## src/rtl/layer_sequencer_if.sv

```systemverilog
// layer_sequencer_if: compute handshake and next-layer write bus
interface layer_sequencer_if #(parameter int IDX_W = 16);
   logic             compute_start;
   logic             compute_done;
   logic             wr_valid;
   logic             wr_ready;
   logic [IDX_W-1:0] idx_x;
   logic [IDX_W-1:0] idx_y;
   logic [IDX_W-1:0] idx_c;
   modport master (
      output compute_start, wr_valid, idx_x, idx_y, idx_c,
      input  compute_done, wr_ready
   );
   modport slave (
      input  compute_start, wr_valid, idx_x, idx_y, idx_c,
      output compute_done, wr_ready
   );
endinterface

```

## src/rtl/layer_sequencer.sv

```systemverilog
// layer_sequencer: per-pass compute request then ordered (x,y,c) write stream into the next layer
module layer_sequencer #(
   parameter int DIM      = 26,
   parameter int NUM_CH   = 16,
   parameter int NUM_PASS = 1,
   parameter int IDX_W    = 16
) (
   input  logic                clk,
   input  logic                reset,
   input  logic                start,
   input  logic                abort,
   input  logic                mode,
   layer_sequencer_if.master   bus,
   output logic [7:0]          pass_cnt,
   output logic                busy,
   output logic                done
);
   localparam logic [IDX_W-1:0] X_MAX = IDX_W'(DIM - 1);
   localparam logic [IDX_W-1:0] C_MAX = IDX_W'(NUM_CH - 1);
   localparam logic [7:0]       P_MAX = 8'(NUM_PASS - 1);
   typedef enum logic [2:0] {IDLE, REQ, WAIT, XFER, NEXT, FIN} state_t;
   state_t           state;
   logic             mode_q;
   logic             x_last, y_last, c_last, last;
   logic [IDX_W-1:0] nx, ny, nc;
   assign busy = state != IDLE;
   // next index after a beat; mode_q picks which counter runs fastest
   always_comb begin
      x_last = bus.idx_x == X_MAX;
      y_last = bus.idx_y == X_MAX;
      c_last = bus.idx_c == C_MAX;
      last   = x_last && y_last && c_last;
      nx = (mode_q ? c_last : 1'b1) ? (x_last ? '0 : bus.idx_x + IDX_W'(1)) : bus.idx_x;
      ny = (mode_q ? (c_last && x_last) : x_last) ? (y_last ? '0 : bus.idx_y + IDX_W'(1)) : bus.idx_y;
      nc = (mode_q ? 1'b1 : (x_last && y_last)) ? (c_last ? '0 : bus.idx_c + IDX_W'(1)) : bus.idx_c;
   end
   // run FSM; all handshake outputs are registered and set on entry to their state
   always_ff @(posedge clk or negedge reset) begin
      if (!reset) begin
         state             <= IDLE;
         mode_q            <= 1'b0;
         pass_cnt          <= '0;
         done              <= 1'b0;
         bus.compute_start <= 1'b0;
         bus.wr_valid      <= 1'b0;
         bus.idx_x         <= '0;
         bus.idx_y         <= '0;
         bus.idx_c         <= '0;
      end else if (abort) begin
         state             <= IDLE;
         done              <= 1'b0;
         bus.compute_start <= 1'b0;
         bus.wr_valid      <= 1'b0;
         bus.idx_x         <= '0;
         bus.idx_y         <= '0;
         bus.idx_c         <= '0;
      end else begin
         case (state)
            IDLE: if (start) begin
               state             <= REQ;
               mode_q            <= mode;
               pass_cnt          <= '0;
               bus.compute_start <= 1'b1;
               bus.idx_x         <= '0;
               bus.idx_y         <= '0;
               bus.idx_c         <= '0;
            end
            REQ: begin
               state             <= WAIT;
               bus.compute_start <= 1'b0;
            end
            WAIT: if (bus.compute_done) begin
               state        <= XFER;
               bus.wr_valid <= 1'b1;
               bus.idx_x    <= '0;
               bus.idx_y    <= '0;
               bus.idx_c    <= '0;
            end
            XFER: if (bus.wr_ready) begin
               state        <= last ? NEXT : XFER;
               bus.wr_valid <= !last;
               bus.idx_x    <= nx;
               bus.idx_y    <= ny;
               bus.idx_c    <= nc;
            end
            NEXT: if (pass_cnt == P_MAX) begin
               state <= FIN;
               done  <= 1'b1;
            end else begin
               state             <= REQ;
               pass_cnt          <= pass_cnt + 8'd1;
               bus.compute_start <= 1'b1;
            end
            FIN: begin
               state <= IDLE;
               done  <= 1'b0;
            end
            default: state <= IDLE;
         endcase
      end
   end
endmodule

```

## src/flat_wrapper.sv

```systemverilog
// flat-port wrapper written by rule: the top's interface ports become plain ports
module layer_sequencer_flat 
#(
   parameter int DIM      = 26,
   parameter int NUM_CH   = 16,
   parameter int NUM_PASS = 1,
   parameter int IDX_W    = 16
)
  (clk, reset, start, abort, mode, pass_cnt, busy, done, bus_compute_start, bus_wr_valid, bus_idx_x, bus_idx_y, bus_idx_c, bus_compute_done, bus_wr_ready);
  layer_sequencer_if #(.IDX_W(IDX_W)) bus_i ();
  input  logic clk;
  input  logic reset;
  input  logic start;
  input  logic abort;
  input  logic mode;
  output logic [7:0] pass_cnt;
  output logic busy;
  output logic done;
  output wire logic [$bits(bus_i.compute_start)-1:0] bus_compute_start;
  output wire logic [$bits(bus_i.wr_valid)-1:0] bus_wr_valid;
  output wire logic [$bits(bus_i.idx_x)-1:0] bus_idx_x;
  output wire logic [$bits(bus_i.idx_y)-1:0] bus_idx_y;
  output wire logic [$bits(bus_i.idx_c)-1:0] bus_idx_c;
  input wire logic [$bits(bus_i.compute_done)-1:0] bus_compute_done;
  input wire logic [$bits(bus_i.wr_ready)-1:0] bus_wr_ready;
  assign bus_compute_start = bus_i.compute_start;
  assign bus_wr_valid = bus_i.wr_valid;
  assign bus_idx_x = bus_i.idx_x;
  assign bus_idx_y = bus_i.idx_y;
  assign bus_idx_c = bus_i.idx_c;
  assign bus_i.compute_done = bus_compute_done;
  assign bus_i.wr_ready = bus_wr_ready;
  layer_sequencer #(.DIM(DIM), .NUM_CH(NUM_CH), .NUM_PASS(NUM_PASS), .IDX_W(IDX_W)) u_core (.clk(clk), .reset(reset), .start(start), .abort(abort), .mode(mode), .bus(bus_i), .pass_cnt(pass_cnt), .busy(busy), .done(done));
endmodule
```

## config.mk

```make
export PLATFORM = sky130hd
export DESIGN_NAME = layer_sequencer_flat
export DESIGN_NICKNAME = d
export VERILOG_FILES = /design/src/rtl/layer_sequencer_if.sv /design/src/rtl/layer_sequencer.sv /design/src/flat_wrapper.sv
export SDC_FILE = /design/constraint.sdc
export NUM_CORES = 1
export LEC_CHECK = 0
export ABC_CLOCK_PERIOD_IN_PS = 2450
export CELL_PAD_IN_SITES_DETAIL_PLACEMENT = 0
export CELL_PAD_IN_SITES_GLOBAL_PLACEMENT = 1
export CORE_MARGIN = 2
export CORE_UTILIZATION = 25
export DETAILED_ROUTE_END_ITERATION = 16
export PLACE_DENSITY = 0.63
export SLEW_MARGIN = 40
export SYNTH_ARGS = -nofsm -noshare
export SYNTH_HDL_FRONTEND = slang
export SYNTH_SLANG_ARGS = --single-unit
```

## constraint.sdc

```tcl
create_clock -name clk -period 2.45 [get_ports clk]
set_input_delay 0.49 -clock clk [delete_from_list [all_inputs] [get_ports clk]]
set_output_delay 0.49 -clock clk [all_outputs]
set_load 0.01 [all_outputs]
```

---- Word level (Yosys, flattened, before mapping) ----
Cells that the tools add are included.
operators by class
  add/subtract/negate cells ............... 4
  eq/ne operators ......................... 18
  muxes and demuxes ....................... 41
  bitwise gates (word level) .............. 1
  reduce and logical (&&, ||, !) cells .... 21
operators with widths
  kind                                            number
  2-to-1 mux 16 bit                               14
  one-hot mux 16 bit (3 select lines)             3
  adder 16 x 1 -> 16 bit, second input constant   3
  == test 16 x 5 -> 1 bit, second input constant  2
  2-to-1 mux 3 bit                                6
  == test 16 x 4 -> 1 bit, second input constant  1
  2-to-1 mux 8 bit                                2
  one-hot mux 8 bit (2 select lines)              1
  one-hot mux 3 bit (5 select lines)              1
  AND reduction 5 bit                             3
  != test 3 x 2 -> 1 bit, second input constant   4
  != test 3 bit, second input constant            4
  AND reduction 3 bit                             4
  2-to-1 mux 1 bit                                11
  nonzero test 3 bit                              3
  adder 8 x 1 -> 8 bit, second input constant     1
  logical NOT 8 bit                               1
  nonzero test 4 bit                              2
  == test 3 x 2 -> 1 bit, second input constant   2
  == test 3 bit, second input constant            2
  != test 2 bit, second input constant            2
  one-hot mux 1 bit (2 select lines)              2
  AND reduction 4 bit                             1
  == test 3 x 1 -> 1 bit, second input constant   1
  7 further kinds                                 9
word-level totals
  register bits ........................... 63
  input bits .............................. 7
  output and inout port bits .............. 60
  logic and storage cells ................. 94

---- Longest topological paths before layout ----
  depth after elaboration ................. 7
  mapped depth ............................ 9
  gate-level depth less buffers ........... 7

---- Worst setup path after synthesis ----
No wires, ideal clock.
  kind .................................... reg-to-reg
  start point ............................. reg u_core.bus.idx_c[8]
  end point ............................... reg u_core.bus.idx_y[1]
  setup time .............................. 0.125 ns
  arrival time ............................ 2.263 ns
  data required time ...................... 2.325 ns
  slack ................................... 0.062 ns
  cell stages (with the launch flop) ...... 8
  buffers on the path ..................... 2
  path through ............................ dfrtp_1 -> clkbuf_1 -> or4_1 -> nor4_4 -> nor3_1 -> buf_2 -> nor3_4 -> mux2_2
on the way
  longest elaborated chain between the ends .. 5
ends and longest elaborated chain
  item                                     RTL line                  RTL
  from (decl)                              layer_sequencer_if.sv:11  output compute_start, wr_valid, idx_x, idx_y, idx_c,
  from (signal assigned)                   layer_sequencer.sv:84     bus.idx_c <= nc;
  == test 16 x 4 -> 1 bit                  layer_sequencer.sv:31     c_last = bus.idx_c == C_MAX;
  logical AND 1 bit                        layer_sequencer.sv:34     ny = (mode_q ? (c_last && x_last) : x_last) ? (y_last ? '0 : bus.idx_y + IDX_W'(1)) : bus.idx_y;
  2-to-1 mux 1 bit                         layer_sequencer.sv:34
  != test 3 x 2 -> 1 bit (no source line)  n/a
  AND reduction 5 bit (no source line)     n/a
  to (signal assigned)                     layer_sequencer.sv:83     bus.idx_y <= ny;
  to (decl)                                layer_sequencer_if.sv:11
No other way between the ends.
A chain may end at the register's enable or synchronous reset.

---- Worst setup path in the final report ----
  start point ............................. reg u_core.bus.idx_c[5]
  end point ............................... reg u_core.bus.idx_y[13]
Same word-level chain as after synthesis.

==> results.toml <==
[status]
status = "finished clean"

[detailed_routing]
drt-total-wl_microns = 12240
num_vias = 3929
drtIter0Drc = 389
vias_per_cell = 5.375
avgRoutedWirePerCell_microns = 16.75
drtAntennaViolNets = 0
firstDrtPassIters = 4
drc = 0

[logic_synthesis]
synth-simple-area-share = 0.2770
synthAdderAreaFrac = 0.02273
synth_top_family_by_area = "simple AND/OR/NAND/NOR gates"
synth_sequential_area_ratio = 0.4092
synthFlopType = "dfrtp_1"
yosys_warnings = 0
synth_nets = 446
synthMuxAreaShare = 0.02403
synth_compound_area_frac = 0.2228
synth_top_area_frac = 0.4092
synthesis.area_sq_um = 3852
ys_top_cells_by_area = "dfrtp_1 41%, o31ai_1 8.0%, o41ai_1 4.1%"
ys_seq_elements = 63
yosys.area.top_type = "dfrtp_1"
async_flop_share = 1.000
synth_edf_count = 0
synth_xor_area_frac = 0
synthDistinctLibCells = 48
post_synth.cell_area_avg_sq_um = 8.918
synthesis.instances = 432

[grt]
grt_use_total = 0.1541
grt-ovfl-total = 0
grt_pass1_vias = 3853
grt_max_degree = 40
grt_pass1_wl_microns = 20310
antenna_found_initial = 0

[clocking]
clock-sinks = 63
clockBufferDepth = 2
holdBufCountCts = 0
h-tree-depth = 3
cts_buffers = 9
clk_pin_slew_ns = 0.06
cts_root_buffer = "clkbuf_16"
clk_latency_ns = 0.33
cts_tree = "built"

[critical_path]
crit_family = "simple AND/OR/NAND/NOR gates"
worst_ep_arrival_time_ns = 2.63
worstPathMaxFanout = 38
cp.required_ns = 2.68
critPathKind = "reg2reg"
max_stage_delay_ns = 0.56
path_cells = "or4_4 -> nor4_4 -> nor3_2 -> buf_12 -> or4b_1 -> mux2i_1"
cp-end-kind = "flip-flop"
crit_buf_inv = 1
slowest_stage = "or4_4"
critPathLaunchType = "flip-flop"

[power]
p_per_area_nw_per_um2 = 553.8
leakage_uw = 0.002190
max-vdd-ir-drop_mv = 0.3393

[sta]
fin_crit_sh = 0.9763
report.final.slew_viol_count = 0
fmax_ghz = 0.4181
rsz0062_at_grt = "true"
hold_violations = 0
period_minus_slack_ns = 2.392
fin_skew_ns = 0.005716
worst_pin_slew_ns = 0.6545
holdWs_ns = 0.1455
setup_viol = 0
max_slew_margin = 0.5596

[floorplan]
initial_utilization = 0.2544
row_count = 45
die-height_microns = 128.1
fp.dieArea_sq_um = 16420
fp.dieW_microns = 128.1
core_area_sq_um = 15150
io_pins = 67

[final_layout]
antenna_cells = 0
drive_above_1_share = 0.1694
regArea_sq_um = 1577
synthToLayoutAreaGrowth_pct = 43.00
nNetsFinal = 552
multi_input_area_sq_um = 2143
post-route-util = 0.3637
final_common_cell = "clkdlybuf4s50_1"
nFillCells = 1525
layout_common_cells = "65 x clkdlybuf4s50_1, 63 x dfrtp_1, 53 x buf_4"

[place]
dpl.hpwl_microns = 8660
portBuffers = 66
gp_congestion = 0.8668

[run]
cap_viol_max_count = 0

[worst_hold_path]
hold_class = "in2async"
cells in the mapped netlist, types with 12 or more instances:
| cell type | number |
|---|---|
| dfrtp_1 | 63 |
| o31ai_1 | 41 |
| nand3_1 | 30 |
| nor3_1 | 30 |
| nand2_1 | 28 |
| o21ai_0 | 26 |
| nor2_1 | 23 |
| clkbuf_1 | 21 |
| o41ai_1 | 18 |
| inv_1 | 14 |
| nand4_1 | 12 |
worst paths after layout:
| check | start | end | slack (ns) | depth (start not counted) |
|---|---|---|---|---|
| worst max-delay path | u_core.bus.idx_c[5] | u_core.bus.idx_y[13] | 0.06 | 6 |
| worst min-delay path | reset | u_core.pass_cnt[6] | 0.15 | 1 |
| worst max register to register | u_core.bus.idx_c[5] | u_core.bus.idx_y[13] | 0.06 | 6 |
| worst min register to register | u_core.bus.idx_c[15] | u_core.bus.idx_c[15] | 0.53 | 1 |
| max in group asynchronous | reset | u_core.bus.idx_y[13] | 1.71 | 2 |
| min in group clk | u_core.bus.idx_c[15] | u_core.bus.idx_c[15] | 0.53 | 1 |
cell families (layout without fill, tap and decap cells):
family          after synthesis  count (layout)
simple gates                190             190
mux                           9               9
buf+inv                      43             154
fa+ha+maj                     7               7
compound gates              120             120
flops                        63              63
metal layers:
layer,up-vias,wire [microns],global-route usage
li1,1904,-,-
met1,1943,5948,0.2103
met2,76,5786,0.2450
met3,6,424,0.03172
met4,0,85,0.04848
met5,-,0,0
registers in the layout, indices dropped and copies added, names as in the netlist:
signal / flops
u_core.mode_q: 1
u_core.done: 1
u_core.bus.idx_x: 16
u_core.pass_cnt: 8
u_core.state: 3
u_core.bus.compute_start: 1
u_core.bus.wr_valid: 1
u_core.bus.idx_c: 16
u_core.bus.idx_y: 16
power by group:
group | switching [uW] | internal (uW) | total [uW]
clock | 473 | 1020 | 1490
sequential | 31.2 | 1070 | 1100
combinational | 275 | 185 | 459
total | 779 | 2270 | 3050
layout make-up:
class | count | share of cell area
clock buffer | 11 | 0.04406
clock inverter | 5 | 0.01908
inverter | 14 | 0.009539
multi-input combinational | 326 | 0.3891
sequential | 63 | 0.2862
tap | 188 | 0.04270
timing repair buffer | 124 | 0.2094
repair_timing:
action | in CTS | in global routing
hold endpoints to repair | 0 | 0
endpoints found under the setup margin | 0 | 7
setup buffers | 0 | 3
gates resized for setup | 0 | 6
through the flow:
stage               total power, uW  instance area, sq um  worst slack [ns]  std cells  setup TNS [ns]
floorplan                      1351                  3852           0.06214        432               0
global placement               1561                  5106           0.02789        712               0
detailed placement             1563                  5106          -0.01204        712        -0.01204
CTS                            3080                  5454           0.02989        728               0
global route                   3191                  5509          -0.02872        731        -0.02872
finish                         3051                  5509           0.05802        731               0
Note: power is estimated with default switching activity, not from simulation.
